$ cat config.mk
export PLATFORM = sky130hd
export DESIGN_NAME = scanchain_reader
export DESIGN_NICKNAME = d
export VERILOG_FILES = /design/src/rtl/scanchain_reader.sv
export SDC_FILE = /design/constraint.sdc
export NUM_CORES = 1
export LEC_CHECK = 0
export ABC_AREA = 1
export CAP_MARGIN = 30
export CORE_ASPECT_RATIO = 1.5
export CORE_MARGIN = 2
export CORE_UTILIZATION = 61
export CTS_CLUSTER_SIZE = 25
export DETAILED_ROUTE_END_ITERATION = 8
export PLACE_DENSITY = 0.87
export SLEW_MARGIN = 5
export SYNTH_ARGS = -nofsm -noshare
export SYNTH_HDL_FRONTEND = slang
export SYNTH_SLANG_ARGS = --single-unit
export TNS_END_PERCENT = 10
$ cat constraint.sdc
create_clock -name clk -period 38.3 [get_ports clk]
set_input_delay 7.66 -clock clk [delete_from_list [all_inputs] [get_ports clk]]
set_output_delay 7.66 -clock clk [all_outputs]
set_load 0.02 [all_outputs]
$ cat src/rtl/scanchain_reader.sv
// Deserializes scan frames (scan_clk/scan_en/scan_in/scan_reset) into address/payload pairs.
// Latency: read_valid rises 3 clk edges after the first edge that samples scan_en low at the pin.
// Backpressure: one frame is held until read_ready; a good frame closing while it is held is dropped and flagged.
module scanchain_reader #(
  parameter int ADDR_BITS    = 12,
  parameter int PAYLOAD_BITS = 169,
  localparam int FRAME_BITS  = ADDR_BITS + PAYLOAD_BITS,
  localparam int CNT_BITS    = $clog2(FRAME_BITS + 2)
) (
  input  logic                    clk,
  input  logic                    reset,
  input  logic                    scan_clk,
  input  logic                    scan_en,
  input  logic                    scan_in,
  input  logic                    scan_reset,
  output logic                    read_valid,
  input  logic                    read_ready,
  output logic [ADDR_BITS-1:0]    read_addr,
  output logic [PAYLOAD_BITS-1:0] read_payload,
  output logic                    frame_error,
  output logic                    overflow,
  output logic                    scan_reset_seen,
  output logic                    busy
);

  localparam logic [0:0] ST_IDLE  = 1'b0;
  localparam logic [0:0] ST_SHIFT = 1'b1;

  localparam logic [CNT_BITS-1:0] FRAME_CNT = CNT_BITS'(FRAME_BITS);
  localparam logic [CNT_BITS-1:0] CNT_ONE   = CNT_BITS'(1);

  // [0],[1] form the synchronizer, [2] is the previous synchronized value
  logic [2:0] clk_sync;
  logic [2:0] en_sync;
  logic [2:0] rst_sync;
  logic [1:0] in_sync;

  // warm[1] marks that the synchronized samples now reflect the pins rather than reset values
  logic [1:0] warm;
  logic       en_armed;

  logic clk_rise, en_rise, en_fall, rst_rise;

  // Registered event stage keeping data, clock and enable aligned
  logic ev_clk_rise, ev_en_rise, ev_en_fall, ev_bit, ev_scan_rst;

  logic [0:0]            state;
  logic [CNT_BITS-1:0]   cnt;
  logic [FRAME_BITS-1:0] sh;

  logic [CNT_BITS-1:0]   cap_cnt;
  logic [FRAME_BITS-1:0] cap_sh;
  logic                  close_frame, close_good, close_bad, load_frame, drop_frame;

  // Two-flop synchronizers plus history register for edge detection
  always_ff @(posedge clk or posedge reset) begin
    if (reset) begin
      clk_sync <= '0;
      en_sync  <= '0;
      rst_sync <= '0;
      in_sync  <= '0;
    end else begin
      clk_sync <= {clk_sync[1:0], scan_clk};
      en_sync  <= {en_sync[1:0], scan_en};
      rst_sync <= {rst_sync[1:0], scan_reset};
      in_sync  <= {in_sync[0], scan_in};
    end
  end

  // Frame start is armed only after scan_en has genuinely been seen low since reset
  always_ff @(posedge clk or posedge reset) begin
    if (reset) begin
      warm     <= '0;
      en_armed <= 1'b0;
    end else begin
      warm <= {warm[0], 1'b1};
      if (warm[1] && !en_sync[1]) begin
        en_armed <= 1'b1;
      end
    end
  end

  assign clk_rise = clk_sync[1] & ~clk_sync[2];
  assign en_rise  = en_sync[1] & ~en_sync[2] & en_armed;
  assign en_fall  = ~en_sync[1] & en_sync[2];
  assign rst_rise = rst_sync[1] & ~rst_sync[2];

  // Register detected events so every decode decision sees one coherent snapshot
  always_ff @(posedge clk or posedge reset) begin
    if (reset) begin
      ev_clk_rise     <= 1'b0;
      ev_en_rise      <= 1'b0;
      ev_en_fall      <= 1'b0;
      ev_bit          <= 1'b0;
      ev_scan_rst     <= 1'b0;
      scan_reset_seen <= 1'b0;
    end else begin
      ev_clk_rise     <= clk_rise;
      ev_en_rise      <= en_rise;
      ev_en_fall      <= en_fall;
      ev_bit          <= in_sync[1];
      ev_scan_rst     <= rst_sync[1];
      scan_reset_seen <= rst_rise;
    end
  end

  // Capture of the current bit, applied before any frame close in the same cycle
  always_comb begin
    cap_cnt = cnt;
    cap_sh  = sh;
    if (state == ST_SHIFT && ev_clk_rise) begin
      if (cnt < FRAME_CNT) begin
        cap_sh  = {sh[FRAME_BITS-2:0], ev_bit};
        cap_cnt = cnt + CNT_ONE;
      end else if (cnt == FRAME_CNT) begin
        cap_cnt = cnt + CNT_ONE;
      end
    end
  end

  assign close_frame = (state == ST_SHIFT) && ev_en_fall && !ev_scan_rst;
  assign close_good  = close_frame && (cap_cnt == FRAME_CNT);
  assign close_bad   = close_frame && (cap_cnt != FRAME_CNT);
  assign load_frame  = close_good && (!read_valid || read_ready);
  assign drop_frame  = close_good && read_valid && !read_ready;
  assign busy        = (state == ST_SHIFT);

  // Frame state machine; scan_reset aborts silently and blocks enable edges
  always_ff @(posedge clk or posedge reset) begin
    if (reset) begin
      state <= ST_IDLE;
      cnt   <= '0;
      sh    <= '0;
    end else if (ev_scan_rst) begin
      state <= ST_IDLE;
      cnt   <= '0;
      sh    <= '0;
    end else begin
      case (state)
        ST_IDLE: begin
          if (ev_en_rise) begin
            state <= ST_SHIFT;
            cnt   <= '0;
          end
        end
        ST_SHIFT: begin
          cnt <= cap_cnt;
          sh  <= cap_sh;
          if (ev_en_fall) begin
            state <= ST_IDLE;
          end
        end
        default: state <= ST_IDLE;
      endcase
    end
  end

  // Output holding register with valid/ready handshake and status pulses
  always_ff @(posedge clk or posedge reset) begin
    if (reset) begin
      read_valid   <= 1'b0;
      read_addr    <= '0;
      read_payload <= '0;
      frame_error  <= 1'b0;
      overflow     <= 1'b0;
    end else begin
      frame_error <= close_bad;
      overflow    <= drop_frame;
      if (load_frame) begin
        read_valid   <= 1'b1;
        read_addr    <= cap_sh[FRAME_BITS-1 -: ADDR_BITS];
        read_payload <= cap_sh[PAYLOAD_BITS-1:0];
      end else if (read_valid && read_ready) begin
        read_valid <= 1'b0;
      end
    end
  end

endmodule

# After elaboration in Yosys (flattened, before gate mapping)
# Index checks and enable logic that the tools add are counted.
[totals] register_bits=394 out_inout_bits=186 word_cells=69
[classes] n_addsub=1 magnitude_cmp=1 n_eq_ne=4 mux=16 bitwise=10 reduce_logical=17
[ops] operator="$mux W181" n=4
[ops] operator="$mux W8" n=5
[ops] operator="$eq A8 B8 Y1 const B" n=2
[ops] operator="$pmux W8 S2" n=1
[ops] operator="$logic_and A1 B1 Y1" n=10
[ops] operator="$add A8 B1 Y8 const B" n=1
[ops] operator="$lt A8 B8 Y1 const B" n=1
[ops] operator="$ne A8 B8 Y1 const B" n=1
[ops] operator="$and A1 B1 Y1" n=5
[ops] operator="$mux W1" n=5
[ops] operator="$not A1 Y1" n=5
[ops] operator="$logic_not A1 Y1" n=4
[ops] operator="$reduce_bool A2 Y1" n=2
[ops] operator="$ne A3 B3 Y1 const B" n=1
[ops] operator="$pmux W1 S2" n=1
[ops] operator="$logic_or A1 B1 Y1" n=1

# Logic depth before layout (Yosys ltp)
# Gate-level depths: netlist of the first run.
[logic_depth] ltp_word=8 depth_mapped=18 mapped_depth_nobuf=16

# Least setup slack after synthesis of the first run
# No wires, ideal clock.
[synth_timing] kind="in2reg" start="input port read_ready" end="register read_payload[124]" arrival_ps=8524 t_required_ps=38234 path_slack_ps=29709 path_stages=6 n_path_buf=2 cell_sequence="inv_1 > nand2_1 > clkbuf_1 > clkbuf_1 > nand4_1 > nand2_1"
[synth_between] elab_chain_len=2
[synth_lines] item="start: declaration" line_no="17" rtl="input logic read_ready,"
[synth_lines] item="$logic_or A1 B1 Y1" line_no="124" rtl="assign load_frame = close_good && (!read_valid || read_ready);"
[synth_lines] item="$logic_and A1 B1 Y1" line_no="124"
[synth_lines] item="end signal: assignment" line_no="172" rtl="read_payload <= cap_sh[PAYLOAD_BITS-1:0];"
[synth_lines] item="end: declaration" line_no="19" rtl="output logic [PAYLOAD_BITS-1:0] read_payload,"
# Every way passes these cells.
# A chain may end at the register's enable or synchronous reset.

# Worst setup path in the final report of the first run
[layout_timing] start="input port read_ready" end="register read_payload[119]"
# Same word-level chain as after synthesis.

==> results of run 1 <==
## layer usage
| metal | part of all wire | global-route usage | vias to the layer above | wire [um] |
|---|---|---|---|---|
| met5 | 0 | 0 | - | 0 |
| met4 | 0.042 | 0.1193 | 0 | 1688 |
| met3 | 0.058 | 0.03771 | 105 | 2313 |
| met2 | 0.52 | 0.4697 | 526 | 20750 |
| met1 | 0.38 | 0.3454 | 6728 | 15340 |
| li1 | - | - | 6663 | - |
## logic make-up (layout without fill, tap and decap cells)
family	Yosys count	count (layout)	share of synthesized area
buffers and inverters	528	665	0.1308
other	1	1	0.0002165
AND/OR/NAND/NOR	982	982	0.2430
flip-flops	393	393	0.5679
AO/OA/AOI/OAI	192	192	0.05592
adder cells (fa/ha/maj)	3	3	0.002168
## registers in the layout, indices dropped and copies added (netlist names), 2 cells and up
name,flops
sh,181
warm,2
cnt,8
en_sync,3
clk_sync,3
read_payload,169
read_addr,12
rst_sync,2
in_sync,2
## worst max-delay path by stage
| stage | startpoint | cells after the start | to |
|---|---|---|---|
| after floorplan | reset | 1 | busy |
| after global placement | read_ready | 7 | read_payload[165] |
| after detailed placement | read_ready | 7 | read_payload[93] |
| after CTS | read_ready | 7 | read_payload[133] |
| after global routing | read_ready | 8 | read_payload[125] |
| final | read_ready | 8 | read_payload[119] |
## worst reg2reg max path, cell delays in order, from the launching register on
cell	delay, ps
dfrtp_1	430
inv_1	120
ha_1	220
inv_1	60
nand2_1	50
nand2_1	100
nand2_4	110
nand2_8	500
nand2_2	210
nand2_1	110
nand2_1	80
nor2_1	180
nand2_1	120
nor2_4	160
buf_4	690
buf_4	310
buf_16	320
nand4_1	290
nand2_1	110
## Yosys cell counts
cell type | number | area [um2]
ha_1 | 3 | 37.54
nor3_1 | 2 | 10.01
nand3_2 | 1 | 10.01
nor2_2 | 1 | 6.260
buf_2 | 22 | 110.1
nor2_1 | 197 | 739.5
dfrtp_1 | 393 | 9834
and3_1 | 1 | 6.260
nand2_4 | 2 | 22.52
nand2_1 | 581 | 2181
nand3b_1 | 1 | 7.510
conb_1 | 1 | 3.750
buf_4 | 10 | 75.07
o22ai_1 | 6 | 37.54
inv_1 | 388 | 1456
buf_6 | 29 | 326.6
nand4_1 | 184 | 1151
o21ai_0 | 185 | 925.9
nand2_2 | 2 | 12.51
clkbuf_1 | 79 | 296.5
a21oi_1 | 1 | 5.000
nand3_1 | 8 | 40.04
nor2_4 | 2 | 22.52
## power breakdown
part	internal (mW)	total (mW)	switching, mW
registers	0.422	0.427	0.00482
logic	0.0103	0.0379	0.0276
clock network	0.204	0.357	0.153
## cell type report
class,instances,area (um2),area share
Sequential cell,393,9838,0.4818
Multi-Input combinational cell,1178,5248,0.2570
Timing Repair Buffer,213,2260,0.1107
Inverter,388,1469,0.07194
Clock buffer,54,1090,0.05337
Tap cell,346,432.9,0.02120
Clock inverter,10,81.33,0.003983
## cells in the final DEF, fill, tap and decap left out, drive strengths merged
cell type / n
clkbuf: 54
nand3b: 1
conb: 1
nor2: 200
a21oi: 1
dfrtp: 393
inv: 388
clkinv: 8
o21ai: 185
clkinvlp: 1
nand2: 585
buf: 21
clkdlybuf4s50: 192
nor3: 2
o22ai: 6
nand3: 9
bufinv: 1
and3: 1
nand4: 184
ha: 3
## through the flow
step	util	cell area [um2]
final	0.7302	20420
after global routing	0.7302	20420
after CTS	0.7223	20200
after detailed placement	0.6804	19030
after global placement	0.6794	19000
after floorplan	-	17320
==> summary.md, run 1 <==
* **Worst slew margin** 0.3583
* **vias after detailed routing** 14020
* **standby leakage power** 12.35 nW
* **MaxCap Viol Count** 0
* **HPWL after DPL** 23.57 mm
* **number of buffers added on ports** 192
* **Max Clock Freq** 0.1005 GHz
* **master cell of the clock root buffer** clkbuf_16
* **first-pass GRT wire length** 66.71 mm
* **Max IR drop VDD** 0.00003425 V
* **post-layout total power** 821.3 uW
* **starting utilization of the core area** 0.6193
* **number of optimization iterations in the first detailed-route pass** 7
* **type of element launching the critical path** input port
* **Hold Path Stages** 0
* **total grt overflow** 0
* **post-placement cell count** 2510
* **Antenna Violating Nets Remaining** 0
* **number of antenna violations at the first check in global routing** 0
* **final worst slack** 28350 ps
* **TritonCTS clock tree** done
* **FP Rows** 75
* **Max Fanout on Critical Path** 95
* **clock period minus worst slack** 9953 ps
* **Setup Total Neg Slack** 0 ps
* **per-instance average area after synthesis** 8.251 um2
* **height of the die** 210.4 um
* **post-synth net total** 2109
* **routed length per placed instance** 15.53 um
* **Final setup violation count** 0
* **synthesis warning total** 0
* **Synth Register Bits** 393
* **final cell count without fillers** 2582
* **number of endpoints with negative hold slack in the final report** 0
* **RSZ-0062 raised after global routing** false
* **placeable core region** 27960 um2
* **maximum number of pins on one net before global-route repair** 151
* **internal reg-to-reg setup slack** 34060 ps
* **Post-Syn Area** 17320 um2
* **worst min-delay path endpoint** clk_sync[1]
* **area of the die** 29780 um2
* **total I/O pin count** 193
* **worst reg2reg path endpoint** read_payload[59]
* **total length of routed wires** 40.09 mm
* **highest-delay cell along the critical path** nand3_4
* **post-synthesis cell count** 2099
* **Gates resized, CTS repair** 0
* **number of clock buffers inserted by TritonCTS** 37
* **placer's final routability congestion estimate** 0.8150
* **number of buffers on the longest clock path** 3
* **origin of the worst min-delay path** clk_sync[0]
* **hold buffer count at cts** 0
* **share of layout cells above drive strength 1** 0.04025
* **data arrival time at the worst-slack endpoint** 10370 ps
* **run status** finished clean
* **post-CTS setup repair buffer count** 0
* **global router's overall resource usage** 0.2727
* **data required time of the worst path** 38710 ps
* **horizontal extent of the die** 141.6 um
* **crit path capture type** flop
* **Buf+Inv Stages, Crit Path** 4
* **detailed-route vias per instance** 5.431
* **reg2reg start** cnt[0]
* **vias in the first global route** 13750
* **classification of the worst setup path** input port to flop
* **CP most frequent cell** nand2_1
* **count of unresolved DRC violations after routing** 0
* **total clock sinks** 393
* **post-route worst hold slack** 350.5 ps
* **power per standard cell area** 40.22 nW/um2
* **nets** 2221
* **insertion delay to the later sink of the worst-skew pair** 520 ps
* **max-slew violation total from the final report** 0
* **pre-CTS worst setup slack** 27660 ps
* **Hold Crit Class** flop to flop
* **H-tree lvl count** 2
* **R2R depth** 18
* **Worst Skew** 14.72 ps
* **area added between synthesis and finish** 17.90%
* **critical path cell sequence** clkdlybuf4s50_1, inv_1, nand2_4, nand3_4, buf_4, buf_16, nand2_1, nand2_1
* **number of design-rule violations left by the first detailed-router iteration** 1314
* **total inserted antenna cells** 0
* **Final period util** 0.2599
* **number of distinct standard cells referenced by the synthesized netlist** 23
* **transition time of the tightest slew-check pin** 962.6 ps
* **cell family contributing the most delay on the critical path** simple AND/OR/NAND/NOR gates
* **post-synthesis sequential area ratio** 0.5679
* **post-CTS clock slew at the launch and capture registers of the worst setup and hold paths** 60 ps
* **fillcell total** 1931
* **Max stage delay on crit path** 760 ps
(Power assumes the default switching activity.)
==> run 2: changes to the inputs <==
--- a/config.mk
+++ b/config.mk
@@ -9,10 +9,10 @@
 export CAP_MARGIN = 30
 export CORE_ASPECT_RATIO = 1.5
 export CORE_MARGIN = 2
-export CORE_UTILIZATION = 61
+export CORE_UTILIZATION = 51
 export CTS_CLUSTER_SIZE = 25
 export DETAILED_ROUTE_END_ITERATION = 8
-export PLACE_DENSITY = 0.87
+export PLACE_DENSITY = 0.78
 export SLEW_MARGIN = 5
 export SYNTH_ARGS = -nofsm -noshare
 export SYNTH_HDL_FRONTEND = slang
==> constraint.sdc (replaced) <==
create_clock -name clk -period 8.05 [get_ports clk]
set_input_delay 1.61 -clock clk [delete_from_list [all_inputs] [get_ports clk]]
set_output_delay 1.61 -clock clk [all_outputs]
set_load 0.02 [all_outputs]
==> summary.md, run 2 (synthesis results as in run 1) <==
* **run status** finished clean
* **vias after detailed routing** 13560, -3.3%
* **Antenna Violating Nets Remaining** 0, unchanged
* **Gates resized, CTS repair** 0, unchanged
* **number of antenna violations at the first check in global routing** 0, unchanged
* **nets** 2221, unchanged
* **total length of routed wires** 37.80 mm, -5.7%
* **count of unresolved DRC violations after routing** 0, unchanged
* **FP Rows** 82, +9.3%
* **number of buffers added on ports** 192, unchanged
* **Largest register FFs** 181, unchanged
* **total grt overflow** 0, unchanged
* **most common cell after layout, fill and taps aside** nand2_1
* **transition time of the tightest slew-check pin** 941.1 ps, -21.47 ps
* **cell family contributing the most delay on the critical path** simple AND/OR/NAND/NOR gates
* **R2R depth** 18, unchanged
* **Buf+Inv Stages, Crit Path** 5, +1
* **data required time of the worst path** 8500 ps, -30210 ps
* **number of optimization iterations in the first detailed-route pass** 6, -1
* **routed length per placed instance** 14.22 um, -8.4%
* **Setup Total Neg Slack** 0 ps, unchanged
* **total clock sinks** 393, unchanged
* **critical path cell sequence** inv_1, ha_1, inv_1, nand2_1, nand2_1, nand2_4, nand2_8, nand2_2, nand2_1, nand2_1, nor2_1, nand2_1, nor2_4, buf_4, buf_4, buf_12, nand4_1, nand2_1
* **classification of the worst setup path** flop to flop
* **master cell of the clock root buffer** clkbuf_16
* **starting utilization of the core area** 0.5178, -0.1015
* **origin of the worst min-delay path** warm[0]
* **number of design-rule violations left by the first detailed-router iteration** 1005, -24%
* **hold buffer count at cts** 0, unchanged
* **Max Clock Freq** 0.2281 GHz
* **placeable core region** 33450 um2, +20%
* **worst min-delay path endpoint** warm[1]
* **Worst slew margin** 0.3726, +0.01432
* **combined flip-flop and latch cell area** 9838 um2, unchanged
* **post-CTS clock slew at the launch and capture registers of the worst setup and hold paths** 60 ps, about the same
* **Max Fanout on Critical Path** 150, +58%
* **Max IR drop VDD** 0.0001613 V, +370%
* **highest-delay cell along the critical path** buf_4
* **height of the die** 229.7 um, +9.2%
* **post-route worst hold slack** 347.1 ps, -3.418 ps
* **TritonCTS clock tree** done
* **Final setup violation count** 0, unchanged
* **largest register by flop count** sh
* **Final period util** 0.5446
* **horizontal extent of the die** 154.5 um, +9.1%
* **area of the die** 35480 um2, +19%
* **HPWL after DPL** 23.02 mm, -2.3%
* **placer's final routability congestion estimate** 0.7617, -6.5%
* **insertion delay to the later sink of the worst-skew pair** 530 ps, about the same
* **fillcell total** 2774, +44%
* **vias in the first global route** 13110, -4.7%
* **crit path capture type** flop
* **worst reg2reg path endpoint** read_payload[26]
* **share of layout cells above drive strength 1** 0.04155, +0.001305
* **internal reg-to-reg setup slack** 3670 ps, -30390 ps
* **largest registers** sh (181), read_payload (169), read_addr (12)
* **type of element launching the critical path** flop
* **reg2reg start** cnt[0]
* **clock period minus worst slack** 4384 ps
* **Hold Crit Class** flop to flop
* **Critical path origin** cnt[0]
* **global router's overall resource usage** 0.2143, -0.05843
* **MaxCap Viol Count** 0, unchanged
* **H-tree lvl count** 2, unchanged
* **detailed-route vias per instance** 5.102, -6.1%
* **maximum number of pins on one net before global-route repair** 177, +17%
* **CP most frequent cell** nand2_1
* **standby leakage power** 12.37 nW, +0.15%
* **power per standard cell area** 193.3 nW/um2, +380%
* **total I/O pin count** 193, unchanged
* **number of buffers on the longest clock path** 3, unchanged
* **Max stage delay on crit path** 690 ps, -70 ps
* **max-slew violation total from the final report** 0, unchanged
* **Worst Skew** 26.02 ps, +11.30 ps
* **number of clock buffers inserted by TritonCTS** 37, unchanged
* **area occupied by multi-input gates** 5248 um2, unchanged
* **total inserted antenna cells** 0, unchanged
* **most frequent cells in the layout** nand2_1 (580), dfrtp_1 (392), inv_1 (386), nor2_1 (197), clkdlybuf4s50_1 (192)
* **number of endpoints with negative hold slack in the final report** 0, unchanged
* **first-pass GRT wire length** 63.18 mm, -5.3%
* **RSZ-0062 raised after global routing** false
* **data arrival time at the worst-slack endpoint** 4830 ps, -5540 ps
* **area added between synthesis and finish** 18.60%
* **Hold Path Stages** 0, unchanged
* **post-CTS setup repair buffer count** 0, unchanged
[run 2: cell count changes in the layout (fill, tap and decap cells not counted)]
cell       delta
buf_16        -4
clkinv_4      -1
inv_8         -1
inv_6         +2
buf_12        +4
clkinv_2      +1
bufinv_16     +2
clkbuf_1      -1
[run 2: final cells by class]
| cell class | count | share of cell area |
|---|---|---|
| clock buffers | 53 | 0.05288 |
| repair buffers | 213 | 0.1086 |
| well taps | 420 | 0.02558 |
| inverters | 388 | 0.07133 |
| flip-flops and latches | 393 | 0.4790 |
| clock inverters | 13 | 0.007188 |
| multi-input cells | 1178 | 0.2555 |
[run 2: metal layers]
layer / track usage / wire length [um] / vias to the layer above
met5: 0 / 0 / -
li1: - / - / 6670
met4: 0.08247 / 1304 / 0
met3: 0.02959 / 1517 / 81
met1: 0.2768 / 16130 / 6483
met2: 0.3673 / 18850 / 327
[run 2: report_power, final]
| group | internal, mW | leakage (nW) | switching, mW | total, mW |
|---|---|---|---|---|
| sequential | 2.01 | 5.43 | 0.0163 | 2.02 |
| clock | 1.04 | 0.618 | 0.731 | 1.77 |
| combinational | 0.0464 | 6.32 | 0.133 | 0.180 |
| total | 3.09 | 12.4 | 0.880 | 3.97 |
[run 2: worst max path at each step]
stage / to / slack [ps] / cells past startpoint
final: read_payload[26] / 3670 / 18
after global routing: read_payload[26] / 3250 / 18
after CTS: read_payload[1] / 3540 / 9
after detailed placement: read_payload[1] / 2980 / 9
after global placement: read_payload[14] / 2910 / 8
after floorplan: busy / 1150 / 1
[run 2: per-stage QoR]
stage	util	setup slack (ps)	cell area (um2)	power, mW	std cells
CTS	0.6102	3540	20410	4.010	2653
global route	0.6141	3254	20540	4.129	2658
finish	0.6141	3666	20540	3.971	2658
floorplan	-	1152	17320	2.193	2099
detailed placement	0.5733	2979	19180	2.237	2587
global placement	0.5713	2913	19110	2.229	2584
